==> config.mk <==
export PLATFORM = sky130hd
export DESIGN_NAME = mdu_divider_flat
export DESIGN_NICKNAME = d
export VERILOG_FILES = /design/src/rtl/div_pkg.sv /design/src/rtl/mdu_divider_if.sv /design/src/rtl/div_step.sv /design/src/rtl/mdu_divider.sv /design/src/flat_wrapper.sv
export SDC_FILE = /design/constraint.sdc
export NUM_CORES = 1
export LEC_CHECK = 0
export ABC_AREA = 1
export ABC_CLOCK_PERIOD_IN_PS = 6000
export CAP_MARGIN = 40
export CORE_AREA = 2 2 305 156
export CTS_BUF_LIST = sky130_fd_sc_hd__clkbuf_4 sky130_fd_sc_hd__clkbuf_8 sky130_fd_sc_hd__clkbuf_16
export DETAILED_ROUTE_END_ITERATION = 8
export DIE_AREA = 0 0 307 158
export DONT_BUFFER_PORTS = 1
export PLACE_DENSITY = 0.47
export SLEW_MARGIN = 20
export SYNTH_ARGS = -nofsm -noshare
export SYNTH_HDL_FRONTEND = slang
export SYNTH_HIERARCHICAL = 1
export SYNTH_SLANG_ARGS = --single-unit
==> constraint.sdc <==
create_clock -name clk -period 6 [get_ports clk]
set_input_delay 0.9 -clock clk [delete_from_list [all_inputs] [get_ports clk]]
set_output_delay 0.9 -clock clk [all_outputs]
set_load 0.01 [all_outputs]
==> src/rtl/div_pkg.sv <==
// Shared definitions for the RV32M divide unit.
//   div_code_t  : operation select as presented on DivCode
//   div_state_t : divider FSM state encoding
//   DIV0_QUO    : quotient returned for a zero divisor
//   INT_MIN     : most negative 32-bit value (signed-overflow detection)
//   neg32()     : two's complement negate
package div_pkg;

  typedef enum logic [1:0] {
    DIV_DIV  = 2'b00,
    DIV_DIVU = 2'b01,
    DIV_REM  = 2'b10,
    DIV_REMU = 2'b11
  } div_code_t;

  typedef enum logic [1:0] {
    S_IDLE = 2'b00,
    S_CALC = 2'b01,
    S_FIX  = 2'b10,
    S_DONE = 2'b11
  } div_state_t;

  localparam logic [31:0] DIV0_QUO = 32'hFFFF_FFFF;
  localparam logic [31:0] INT_MIN  = 32'h8000_0000;

  function automatic logic [31:0] neg32(input logic [31:0] x);
    return ~x + 32'd1;
  endfunction

endpackage

==> src/rtl/mdu_divider_if.sv <==
// Handshake bundle between the EX stage (master) and the divide unit (slave).
//   start/DivCode/A/B : issue request, sampled when ready=1
//   flush             : pipeline kill
//   ready/busy        : issue-accept and stall indications
//   result_valid/result_ack/DivResult : result handshake
interface mdu_divider_if #(
  parameter int XLEN = 32
);
  logic            start;
  logic [1:0]      DivCode;
  logic [XLEN-1:0] A;
  logic [XLEN-1:0] B;
  logic            flush;
  logic            ready;
  logic            busy;
  logic            result_valid;
  logic            result_ack;
  logic [XLEN-1:0] DivResult;

  modport master (
    output start, DivCode, A, B, flush, result_ack,
    input  ready, busy, result_valid, DivResult
  );

  modport slave (
    input  start, DivCode, A, B, flush, result_ack,
    output ready, busy, result_valid, DivResult
  );
endinterface

==> src/rtl/div_step.sv <==
// One radix-2 restoring division iteration (combinational).
//   rem, quo   : current partial remainder and dividend/quotient shift register
//   divisor    : unsigned divisor magnitude
//   rem_next   : partial remainder after this step
//   quo_next   : shift register with the new quotient bit in the LSB
module div_step #(
  parameter int XLEN = 32
) (
  input  logic [XLEN-1:0] rem,
  input  logic [XLEN-1:0] quo,
  input  logic [XLEN-1:0] divisor,
  output logic [XLEN-1:0] rem_next,
  output logic [XLEN-1:0] quo_next
);
  logic [XLEN:0] rem_shift;
  logic [XLEN:0] rem_trial;

  // rem < divisor always holds, so the trial difference fits in XLEN+1 bits
  // and its MSB alone says whether the subtraction went negative.
  assign rem_shift = {rem, quo[XLEN-1]};
  assign rem_trial = rem_shift - {1'b0, divisor};
  assign quo_next  = {quo[XLEN-2:0], ~rem_trial[XLEN]};
  assign rem_next  = rem_trial[XLEN] ? rem_shift[XLEN-1:0] : rem_trial[XLEN-1:0];
endmodule

==> src/rtl/mdu_divider.sv <==
// Multi-cycle RV32M divide unit (DIV, DIVU, REM, REMU), one quotient bit per clock.
//   clk   : rising-edge clock
//   reset : asynchronous active-high reset
//   bus   : slave side of mdu_divider_if (issue, flush, result handshake)
// Flow: IDLE -> CALC (32 steps) -> FIX (sign/select) -> DONE (hold until ack).
module mdu_divider
  import div_pkg::*;
#(
  parameter int XLEN  = 32,
  parameter int CNT_W = 6
) (
  input  logic          clk,
  input  logic          reset,
  mdu_divider_if.slave  bus
);
  div_state_t       state_reg;
  logic [CNT_W-1:0] cnt_reg;
  logic [1:0]       code_reg;
  logic [XLEN-1:0]  divisor_reg;
  logic [XLEN-1:0]  rem_reg;
  logic [XLEN-1:0]  quo_reg;
  logic             sign_q_reg;
  logic             sign_r_reg;
  logic [XLEN-1:0]  result_reg;
  logic             ready_reg;
  logic             busy_reg;
  logic             valid_reg;

  logic            is_signed;
  logic [XLEN-1:0] a_mag;
  logic [XLEN-1:0] b_mag;
  logic [XLEN-1:0] rem_next;
  logic [XLEN-1:0] quo_next;

  // DIV and REM are the signed ops (DivCode[0]==0). INT_MIN has no positive
  // counterpart; its negation wraps back to 0x8000_0000, which is exactly the
  // unsigned magnitude 2^31 we need.
  assign is_signed = ~bus.DivCode[0];
  assign a_mag     = (is_signed && bus.A[XLEN-1]) ? neg32(bus.A) : bus.A;
  assign b_mag     = (is_signed && bus.B[XLEN-1]) ? neg32(bus.B) : bus.B;

  div_step #(.XLEN(XLEN)) u_step (
    .rem      (rem_reg),
    .quo      (quo_reg),
    .divisor  (divisor_reg),
    .rem_next (rem_next),
    .quo_next (quo_next)
  );

  always_ff @(posedge clk or posedge reset) begin
    if (reset) begin
      state_reg   <= S_IDLE;
      cnt_reg     <= '0;
      code_reg    <= 2'b00;
      divisor_reg <= '0;
      rem_reg     <= '0;
      quo_reg     <= '0;
      sign_q_reg  <= 1'b0;
      sign_r_reg  <= 1'b0;
      result_reg  <= '0;
      ready_reg   <= 1'b1;
      busy_reg    <= 1'b0;
      valid_reg   <= 1'b0;
    end else if (bus.flush) begin
      // Kill beats start and ack; the last result stays on DivResult.
      state_reg <= S_IDLE;
      ready_reg <= 1'b1;
      busy_reg  <= 1'b0;
      valid_reg <= 1'b0;
    end else begin
      case (state_reg)
        S_IDLE: begin
          if (bus.start) begin
            code_reg    <= bus.DivCode;
            divisor_reg <= b_mag;
            ready_reg   <= 1'b0;
            busy_reg    <= 1'b1;
            if (bus.B == '0) begin
              // Zero divisor: fixed results, no sign fix-up.
              quo_reg    <= DIV0_QUO;
              rem_reg    <= bus.A;
              sign_q_reg <= 1'b0;
              sign_r_reg <= 1'b0;
              state_reg  <= S_FIX;
            end else if (is_signed && bus.A == INT_MIN && bus.B == DIV0_QUO) begin
              // INT_MIN / -1 overflows: fixed results, no sign fix-up.
              quo_reg    <= INT_MIN;
              rem_reg    <= '0;
              sign_q_reg <= 1'b0;
              sign_r_reg <= 1'b0;
              state_reg  <= S_FIX;
            end else begin
              quo_reg    <= a_mag;
              rem_reg    <= '0;
              sign_q_reg <= is_signed & (bus.A[XLEN-1] ^ bus.B[XLEN-1]);
              sign_r_reg <= is_signed & bus.A[XLEN-1];
              cnt_reg    <= '0;
              state_reg  <= S_CALC;
            end
          end
        end
        S_CALC: begin
          rem_reg <= rem_next;
          quo_reg <= quo_next;
          cnt_reg <= cnt_reg + CNT_W'(1);
          if (cnt_reg == CNT_W'(XLEN - 1)) begin
            state_reg <= S_FIX;
          end
        end
        S_FIX: begin
          if (code_reg[1]) begin
            result_reg <= sign_r_reg ? neg32(rem_reg) : rem_reg;
          end else begin
            result_reg <= sign_q_reg ? neg32(quo_reg) : quo_reg;
          end
          busy_reg  <= 1'b0;
          valid_reg <= 1'b1;
          state_reg <= S_DONE;
        end
        S_DONE: begin
          if (bus.result_ack) begin
            valid_reg <= 1'b0;
            ready_reg <= 1'b1;
            state_reg <= S_IDLE;
          end
        end
        default: begin
          state_reg <= S_IDLE;
          ready_reg <= 1'b1;
          busy_reg  <= 1'b0;
          valid_reg <= 1'b0;
        end
      endcase
    end
  end

  assign bus.ready        = ready_reg;
  assign bus.busy         = busy_reg;
  assign bus.result_valid = valid_reg;
  assign bus.DivResult    = result_reg;
endmodule
==> src/flat_wrapper.sv <==
// flat-port wrapper written by rule: the top's interface ports become plain ports
module mdu_divider_flat import div_pkg::*;
#(
  parameter int XLEN  = 32,
  parameter int CNT_W = 6
)
  (clk, reset, bus_start, bus_DivCode, bus_A, bus_B, bus_flush, bus_result_ack, bus_ready, bus_busy, bus_result_valid, bus_DivResult);
  mdu_divider_if #(.XLEN(XLEN)) bus_i ();
  input  logic clk;
  input  logic reset;
  input wire logic [$bits(bus_i.start)-1:0] bus_start;
  input wire logic [$bits(bus_i.DivCode)-1:0] bus_DivCode;
  input wire logic [$bits(bus_i.A)-1:0] bus_A;
  input wire logic [$bits(bus_i.B)-1:0] bus_B;
  input wire logic [$bits(bus_i.flush)-1:0] bus_flush;
  input wire logic [$bits(bus_i.result_ack)-1:0] bus_result_ack;
  output wire logic [$bits(bus_i.ready)-1:0] bus_ready;
  output wire logic [$bits(bus_i.busy)-1:0] bus_busy;
  output wire logic [$bits(bus_i.result_valid)-1:0] bus_result_valid;
  output wire logic [$bits(bus_i.DivResult)-1:0] bus_DivResult;
  assign bus_i.start = bus_start;
  assign bus_i.DivCode = bus_DivCode;
  assign bus_i.A = bus_A;
  assign bus_i.B = bus_B;
  assign bus_i.flush = bus_flush;
  assign bus_i.result_ack = bus_result_ack;
  assign bus_ready = bus_i.ready;
  assign bus_busy = bus_i.busy;
  assign bus_result_valid = bus_i.result_valid;
  assign bus_DivResult = bus_i.DivResult;
  mdu_divider #(.XLEN(XLEN), .CNT_W(CNT_W)) u_core (.clk(clk), .reset(reset), .bus(bus_i));
endmodule
* Word level (Yosys, flattened, before mapping)
Index checks and enable logic that the tools add are counted.
W data, S select, Z words.
** Storage, ports and cells
- Bits in registers :: 143
- Input port bits :: 71
- Output and inout port bits :: 35
- Word-level logic and storage cells :: 96
** Cells by class
- Add/sub/neg operators :: 6
- Equality and inequality tests :: 12
- Muxes and demuxes :: 38
- Bitwise gates (word level) :: 10
- Reductions and logical operators :: 18
** Operator list (count)
- $mux W32 :: 11
- $add A32 B1 Y32 const B :: 4
- $not A32 Y32 :: 4
- $pmux W32 S2 :: 2
- $eq A32 B32 Y1 const B :: 2
- $sub A33 B32 Y33 :: 1
- $logic_not A32 Y1 :: 1
- $mux W6 :: 3
- $mux W2 :: 6
- $pmux W6 S2 :: 1
- $reduce_and A3 Y1 :: 4
- $mux W1 :: 11
- $reduce_bool A3 Y1 :: 3
- $pmux W2 S4 :: 1
- $add A6 B1 Y6 const B :: 1
- $eq A6 B5 Y1 const B :: 1
- $ne A2 B2 Y1 const B :: 3
- $ne A3 B3 Y1 const B :: 2
- $pmux W1 S2 :: 3
- $reduce_and A2 Y1 :: 3
- $reduce_and A5 Y1 :: 1
- $eq A2 B2 Y1 const B :: 2
- $logic_and A1 B1 Y1 :: 4
- $ne A3 B2 Y1 const B :: 1
- 6 further kinds :: 9

* Logic depth before layout (Yosys ltp)
Gate-level depths: netlist of the first run.
- Depth after elaboration :: 8
- Mapped depth :: 19
- Gate-level depth less buffers :: 18

* Cells and area by module
Netlist of the first run, hierarchy kept.
** Modules (own cells, without submodules)
- mdu_divider :: times used 1, cells an instance 1564, area an instance 10271.1 um^2, seq. area each 3554.7 um^2
- div_step :: times used 1, cells an instance 714, area an instance 3395.8 um^2, seq. area each 0.0 um^2

* Worst setup path before layout of the first run
Ideal clock, no wire load.
- Kind :: register to register
- From :: register u_core.quo_reg[31]
- To :: register u_core.rem_reg[25]
- Library setup time :: 0.129 ns
- Arrival :: 2.201 ns
- Required time :: 5.871 ns
- Path slack :: 3.669 ns
- Cell stages (with the launch flop) :: 19
- Path buffers :: 1
- Clock period less this slack :: 2.331 ns
- Cells stage by stage :: dfrtp_1 inv_1 ha_1 fa_1 inv_1 nand2_1 nand2_1 nand3_1 nand2_2 nand2_1 nand2_2 nand2_2 nand3_1 nand2_4 buf_4 nand2_1 nand2_1 a21oi_1 a22oi_2
** Between the ends
- Word-level cells in the longest chain between the ends :: 3
** Ends and longest elaborated chain
- start: declaration :: line mdu_divider.sv:21 : logic [XLEN-1:0] quo_reg;
- start signal: assignment :: line mdu_divider.sv:93 : quo_reg <= a_mag;
- start signal: assignment :: line mdu_divider.sv:104 : quo_reg <= quo_next;
- $sub A33 B32 Y33 :: line div_step.sv:21 : assign rem_trial = rem_shift - {1'b0, divisor};
- $mux W32 :: line div_step.sv:23 : assign rem_next = rem_trial[XLEN] ? rem_shift[XLEN-1:0] : rem_trial[XLEN-1:0];
- net u_core.rem_next[25] :: line mdu_divider.sv:32 : logic [XLEN-1:0] rem_next;
- $pmux W32 S2 :: line mdu_divider.sv:71 : case (state_reg)
- end signal: assignment :: line mdu_divider.sv:81 : rem_reg <= bus.A;
- end signal: assignment :: line mdu_divider.sv:103 : rem_reg <= rem_next;
- end: declaration :: line mdu_divider.sv:20 : logic [XLEN-1:0] rem_reg;
The timed path passes the listed nets, and every way through them passes these cells.
A chain may end at the register's enable or synchronous reset.

* Worst setup path after layout of the first run
- From :: register u_core.divisor_reg[5]
- To :: register u_core.rem_reg[27]
** Between the ends
- Word-level cells in the longest chain between the ends :: 3
** Ends and longest elaborated chain
- start: declaration :: line mdu_divider.sv:19 : logic [XLEN-1:0] divisor_reg;
- start signal: assignment :: line mdu_divider.sv:75 : divisor_reg <= b_mag;
- $sub A33 B32 Y33 :: line div_step.sv:21
- $mux W32 :: line div_step.sv:23
- net u_core.rem_next[27] :: line mdu_divider.sv:32
- $pmux W32 S2 :: line mdu_divider.sv:71
The timed path passes the listed nets, and every way through them passes these cells.

==> results of run 1 <==
==> worst max-delay path by stage <==
stage	end	depth (start not counted)
finish	u_core/rem_reg[27]$_DFFE_PP0P_	16
global route	u_core/rem_reg[31]$_DFFE_PP0P_	16
CTS	u_core/rem_reg[27]$_DFFE_PP0P_	16
detailed placement	u_core/quo_reg[17]$_DFFE_PP0P_	11
global placement	u_core/rem_reg[2]$_DFFE_PP0P_	8
floorplan	u_core/bus.DivResult[0]$_DFFE_PP0P_	1
==> through the flow <==
stage                     worst slack [ns]   util  total power [uW]
after floorplan                       1.29      -              6380
after global placement                2.78  0.304              7890
after detailed placement              2.93  0.305              7960
after CTS                             3.11  0.319              9150
after global routing                  2.82  0.319             10200
final                                 2.96  0.319              9250
==> critical path, cell delays in order, from the launching register on <==
cell     delay (ns)
dfrtp_1        0.38
inv_1          0.28
ha_1           0.36
nand2_1        0.19
inv_1          0.06
a21oi_1        0.31
nand2_1        0.25
nand2_1        0.11
nand2_1        0.12
nand2_1        0.22
nand2_1        0.08
nand2_1        0.06
nand2_1        0.07
nand2_1        0.07
nand2_1        0.05
a21oi_1        0.22
a22oi_2        0.07
==> layout make-up <==
type	count	share of cell area
flip-flops and latches	142	0.241
well taps	609	0.0518
inverters	315	0.0811
multi-input cells	1721	0.569
clock inverters	11	0.00952
repair buffers	21	0.0158
clock buffers	20	0.0317
==> cell usage in the layout (no fill, tap or decap), types with 13 or more instances in the layout <==
master       n
a21oi_1    109
a22oi_2     27
a31oi_1     14
buf_4       16
clkbuf_16   17
dfrtp_1    141
ha_1        41
inv_1      304
nand2_1    773
nand2_2     13
nand3_1    180
nand4_1     28
nor2_1     260
nor3_1      19
o21ai_0    122
xor2_1      48
==> power by group <==
part | internal (uW) | switching, uW | total (uW) | leakage (uW)
Sequential | 1420 | 610 | 2030 | 0.00171
Clock | 681 | 471 | 1150 | 0.000290
Combinational | 1920 | 4150 | 6070 | 0.00549
==> layer usage <==
metal	vias to the layer above	global-route usage	part of all wire
met5	-	0	0
li1	7067	-	-
met3	17	0.0791	0.11
met1	6703	0.369	0.54
met4	0	0.0307	0.0053
met2	530	0.278	0.35
==> cells by family after synthesis <==
group,after synthesis,share of synthesized area
DFF,142,0.260
buffers and inverters,415,0.129
xor gates and xnor gates,56,0.0359
adders and majority gates,43,0.0399
and+or+nand+nor,1312,0.398
AOI/OAI and AO/OA,310,0.137
==> out/results.txt, run 1 <==
Synth area leader - dfrtp_1
Post-DRT Antenna Nets - 0
clk slew on worst S/H paths - 0.07 ns
WHS - 0.370 ns
I/O pins - 106
gr ovfl total - 0
vias per inst - 5.04
H-tree depth - 4
Commonest cells post-synth - 773 x nand2_1, 305 x inv_1, 262 x nor2_1, 180 x nand3_1, 141 x dfrtp_1
Max Fclk - 329 MHz
Core Region - 0.0461 sq mm
RSZ-0062 raised after global routing - no
r2r endpoint - u_core/rem_reg[27]$_DFFE_PP0P_
Leak - 0.00749 uW
top-area cell type share of the netlist area - 0.258
Post-CTS Hold Fix Bufs - 0
first-pass GRT wire length - 82500 um
max cap viols - 0
worst hold path type - input port to asynchronous set/reset pin
drt wl/cell - 19.3 um
synthesized instance count - 2278
Slew headroom - 0.419
initial antenna violation count - 2
WP data arrival - 3.38 ns
Final Max Tran Viols - 0
port bufs - 0
fillers - 5197
vias in the first global route - 13000
Crit Path Max Fanout - 5
largest cells by area after synthesis - dfrtp_1 26%, nand2_1 21%, inv_1 8.4%
Mapped Nets - 2392
area of the multi-input gates - 0.00837 sq mm
fin area - 0.0147 sq mm
Synthesis Warnings - 6
TritonCTS Buffers - 17
fraction of layout cells with a size suffix above 1 - 0.0587
Final setup viols - 0
post_cts resized - 0
Seq/Total Area, Yosys - 0.260
Fin Setup TNS - 0 ns
Die Span Y - 158 um
DIE AREA - 0.0485 sq mm
Crit. Startpoint - u_core/divisor_reg[5]$_DFFE_PP0P_
Reg area - 0.00355 sq mm
syn_area_per_cell - 6.00 sq um
initial core utilization - 0.296
Synth Flop Type - dfrtp_1
Post-Syn Area - 0.0137 sq mm
global-route usage over all layers - 0.228
diode count - 0
vias - 14300
First-pass DRT Iterations - 6
CTS tree - done
CP startpoint kind - flop
Peak VDD IR - 251 uV
row cnt - 56
R2R depth - 16
worst skew pair latency - 0.46 ns
initial DRC count - 1494
Seq cells post-synth - 142
largest net degree at the start of global routing - 66
dpl cell area - 0.0141 sq mm
CP endpoint kind - flop
width of the die - 307 um
Fin. Hold Viols - 0
number of synthesized flops with an enable pin - 0
worst setup path class - flop to flop
pwr/cell area - 629 mW/mm^2
R2R setup slack - 2.96 ns
clk sinks - 142
post-route insts no fill - 2839
Root Buffer - clkbuf_16
DP HPWL - 44800 um
Worst Clk Skew - 0.0137 ns
outcome - complete, no violations
Worst EP required - 6.33 ns
Bufs on Longest Clock Path - 2
Unique masters post-synth - 50
top-count cell post-synth - nand2_1
Worst R2R Start - u_core/divisor_reg[5]$_DFFE_PP0P_
worst-margin pin slew - 0.862 ns
postcts setup bufs - 0
Async SR Flop Fraction - 1.00
minimum clock period - 3.04 ns
Final nets - 2332
Area growth, synth to finish - 7.70%
Placer Congestion - 0.962
WL final - 54800 um
fin crit share - 0.507
Residual DRC - 0
dpl cells - 2807
(Power assumes the default switching activity.)
==> run 2, diff against run 1 <==
--- a/config.mk
+++ b/config.mk
@@ -6,7 +6,7 @@
 export NUM_CORES = 1
 export LEC_CHECK = 0
 export ABC_AREA = 1
-export ABC_CLOCK_PERIOD_IN_PS = 6000
+export ABC_CLOCK_PERIOD_IN_PS = 3050
 export CAP_MARGIN = 40
 export CORE_AREA = 2 2 305 156
 export CTS_BUF_LIST = sky130_fd_sc_hd__clkbuf_4 sky130_fd_sc_hd__clkbuf_8 sky130_fd_sc_hd__clkbuf_16
==> constraint.sdc (replaced) <==
create_clock -name clk -period 3.05 [get_ports clk]
set_input_delay 0.4575 -clock clk [delete_from_list [all_inputs] [get_ports clk]]
set_output_delay 0.4575 -clock clk [all_outputs]
set_load 0.01 [all_outputs]
==> run 2 against run 1 <==
Die area unchanged. Sequential share of layout area is 0.50 points lower. Combinational power up 100%. First-iteration DRC count rose by 11%. Critical path depth rose by 1. Count of clock-buffer cells in the layout is 2 lower. Worst hold slack worse by 0.23 ns. Highest routed layer unchanged.
==> out/results.txt, run 2 (synthesis results as in run 1) <==
Worst Clk Skew - 0.0100 ns (was 0.0137 ns)
Final nets - 2364 (was 2332)
DP HPWL - 46200 um (was 44800 um)
Slew headroom - 0.482 (was 0.419)
initial DRC count - 1657 (was 1494)
initial core utilization - 0.296 (unchanged)
WL final - 56500 um (was 54800 um)
initial antenna violation count - 2 (unchanged)
Fin Setup TNS - 0 ns (unchanged)
I/O pins - 106 (unchanged)
dpl cell area - 0.0143 sq mm (was 0.0141 sq mm)
worst setup path class - flop to flop (unchanged)
vias - 14600 (was 14300)
CP startpoint kind - flop (unchanged)
Crit Path Max Fanout - 16 (was 5)
First-pass DRT Iterations - 6 (unchanged)
r2r endpoint - u_core/rem_reg[23]$_DFFE_PP0P_ (was u_core/rem_reg[27]$_DFFE_PP0P_)
Area growth, synth to finish - 10.0% (was 7.70%)
met1 Track Usage GR - 0.391 (was 0.369)
Top Usage Layer GRT - met1 (unchanged)
Post-DRT Antenna Nets - 0 (unchanged)
Bufs on Longest Clock Path - 2 (unchanged)
met2 Track Usage GR - 0.280 (was 0.278)
fin crit share - 0.935 (was 0.507)
Core Region - 0.0461 sq mm (unchanged)
WP data arrival - 3.18 ns (was 3.38 ns)
Max Fclk - 351 MHz (was 329 MHz)
pwr/cell area - 1250 mW/mm^2 (was 629 mW/mm^2)
Finished Core Util - 0.326 (was 0.319)
drt wl/cell - 19.7 um (was 19.3 um)
width of the die - 307 um (unchanged)
Die Span Y - 158 um (unchanged)
row cnt - 56 (unchanged)
CP endpoint kind - flop (unchanged)
Placer Congestion - 0.960 (was 0.962)
Worst EP required - 3.37 ns (was 6.33 ns)
worst-margin pin slew - 0.775 ns (was 0.862 ns)
H-tree depth - 4 (unchanged)
Fin. Hold Viols - 0 (unchanged)
Worst R2R Start - u_core/quo_reg[31]$_DFFE_PP0P_ (was u_core/divisor_reg[5]$_DFFE_PP0P_)
fraction of layout cells with a size suffix above 1 - 0.0734 (was 0.0587)
commonest cells after routing, fill and taps aside - 773 x nand2_1, 304 x inv_1, 260 x nor2_1 (unchanged)
worst hold path type - input port to flop (was input port to asynchronous set/reset pin)
Residual DRC - 0 (unchanged)
fin area - 0.0150 sq mm (was 0.0147 sq mm)
Hold Path Depth - 2
vias per inst - 5.08 (was 5.04)
RSZ-0062 raised after global routing - yes (was no)
Crit. Startpoint - u_core/quo_reg[31]$_DFFE_PP0P_ (was u_core/divisor_reg[5]$_DFFE_PP0P_)
most common cell after layout, fill and taps aside - nand2_1 (unchanged)
R2R setup slack - 0.20 ns (was 2.96 ns)
GR Layer Usage met3 - 0.0640 (was 0.0791)
largest net degree at the start of global routing - 74 (was 66)
clk sinks - 142 (unchanged)
R2R depth - 17 (was 16)
area of the multi-input gates - 0.00843 sq mm (was 0.00837 sq mm)
WHS Endpoint - u_core/rem_reg[10]$_DFFE_PP0P_
Reg area - 0.00356 sq mm (was 0.00355 sq mm)
port bufs - 0 (unchanged)
vias in the first global route - 13200 (was 13000)
hold path startpoint - bus_A[10]
global-route usage over all layers - 0.233 (was 0.228)
Peak VDD IR - 525 uV (was 251 uV)
Final setup viols - 0 (unchanged)
fillers - 5190 (was 5197)
DIE AREA - 0.0485 sq mm (unchanged)
first-pass GRT wire length - 84200 um (was 82500 um)
Final Max Tran Viols - 0 (unchanged)
clk slew on worst S/H paths - 0.07 ns (about the same)
worst skew pair latency - 0.46 ns (about the same)
Root Buffer - clkbuf_16 (unchanged)
gr ovfl total - 0 (unchanged)
max cap viols - 0 (unchanged)
minimum clock period - 2.85 ns (was 3.04 ns)
CTS tree - done (unchanged)
TritonCTS Buffers - 17 (unchanged)
outcome - complete, no violations (unchanged)
Leak - 0.00767 uW (was 0.00749 uW)
[run 2: stage by stage]
step           instances  power, uW  hold WS (ns)  worst slack, ns
3_3_place_gp        2835      15700         0.403            0.107
5_1_grt             2872      20700         0.118          -0.0273
2_1_floorplan       2278      12600         0.449            0.719
4_1_cts             2869      18300         0.117           0.0903
3_5_place_dp        2836      15700         0.406            0.118
6_report            2873      18800         0.136            0.198
[run 2: layout make-up]
| cell class | count | share of cell area |
|---|---|---|
| Multi-Input combinational cell | 1723 | 0.561 |
| Sequential cell | 142 | 0.237 |
| Inverter | 315 | 0.0793 |
| Tap cell | 609 | 0.0507 |
| Clock buffer | 18 | 0.0288 |
| Timing Repair Buffer | 51 | 0.0280 |
| Clock inverter | 14 | 0.0160 |
| Antenna cell | 1 | 0.000166 |
[run 2: report_power, final]
part | internal, uW | switching, uW
clock network | 1550 | 971
registers | 2800 | 1140
logic | 3950 | 8360
[run 2: repair_timing]
action / 4_1_cts / 5_1_grt
hold buffers: 1 / 0
setup buffers: 0 / 0
hold endpoints to repair: 15 / 0
resized for setup: 0 / 6
setup endpoints to repair: 0 / 33
[run 2: how the worst max path moves through the flow]
stage / endpoint / depth (start not counted)
finish: u_core/rem_reg[23]$_DFFE_PP0P_ / 17
CTS: u_core/rem_reg[23]$_DFFE_PP0P_ / 17
global route: u_core/rem_reg[19]$_DFFE_PP0P_ / 18
detailed placement: u_core/rem_reg[23]$_DFFE_PP0P_ / 17
floorplan: u_core/rem_reg[25]$_DFFE_PP0P_ / 18
global placement: u_core/divisor_reg[7]$_DFFE_PP0P_ / 9
[run 2: per-layer routing]
| metal | wire length, um | vias up |
|---|---|---|
| li1 | - | 7129 |
| met1 | 31300 | 6883 |
| met2 | 19000 | 564 |
| met3 | 5790 | 22 |
| met4 | 354 | 0 |
| met5 | 0 | - |
[run 2: critical path: stages (launching register included)]
cell and delay, ns:
dfrtp_2 0.44, inv_1 0.06, ha_1 0.22, fa_1 0.41, inv_1 0.12, nand2_1 0.06
nand2_1 0.08, nand3_1 0.11, nand2_2 0.14, nand2_1 0.08, nand2_2 0.09, nand2_2 0.09
nand3_2 0.18, nand2_8 0.16, nand2_1 0.09, nand2_1 0.05, a21oi_1 0.24, a22oi_2 0.09
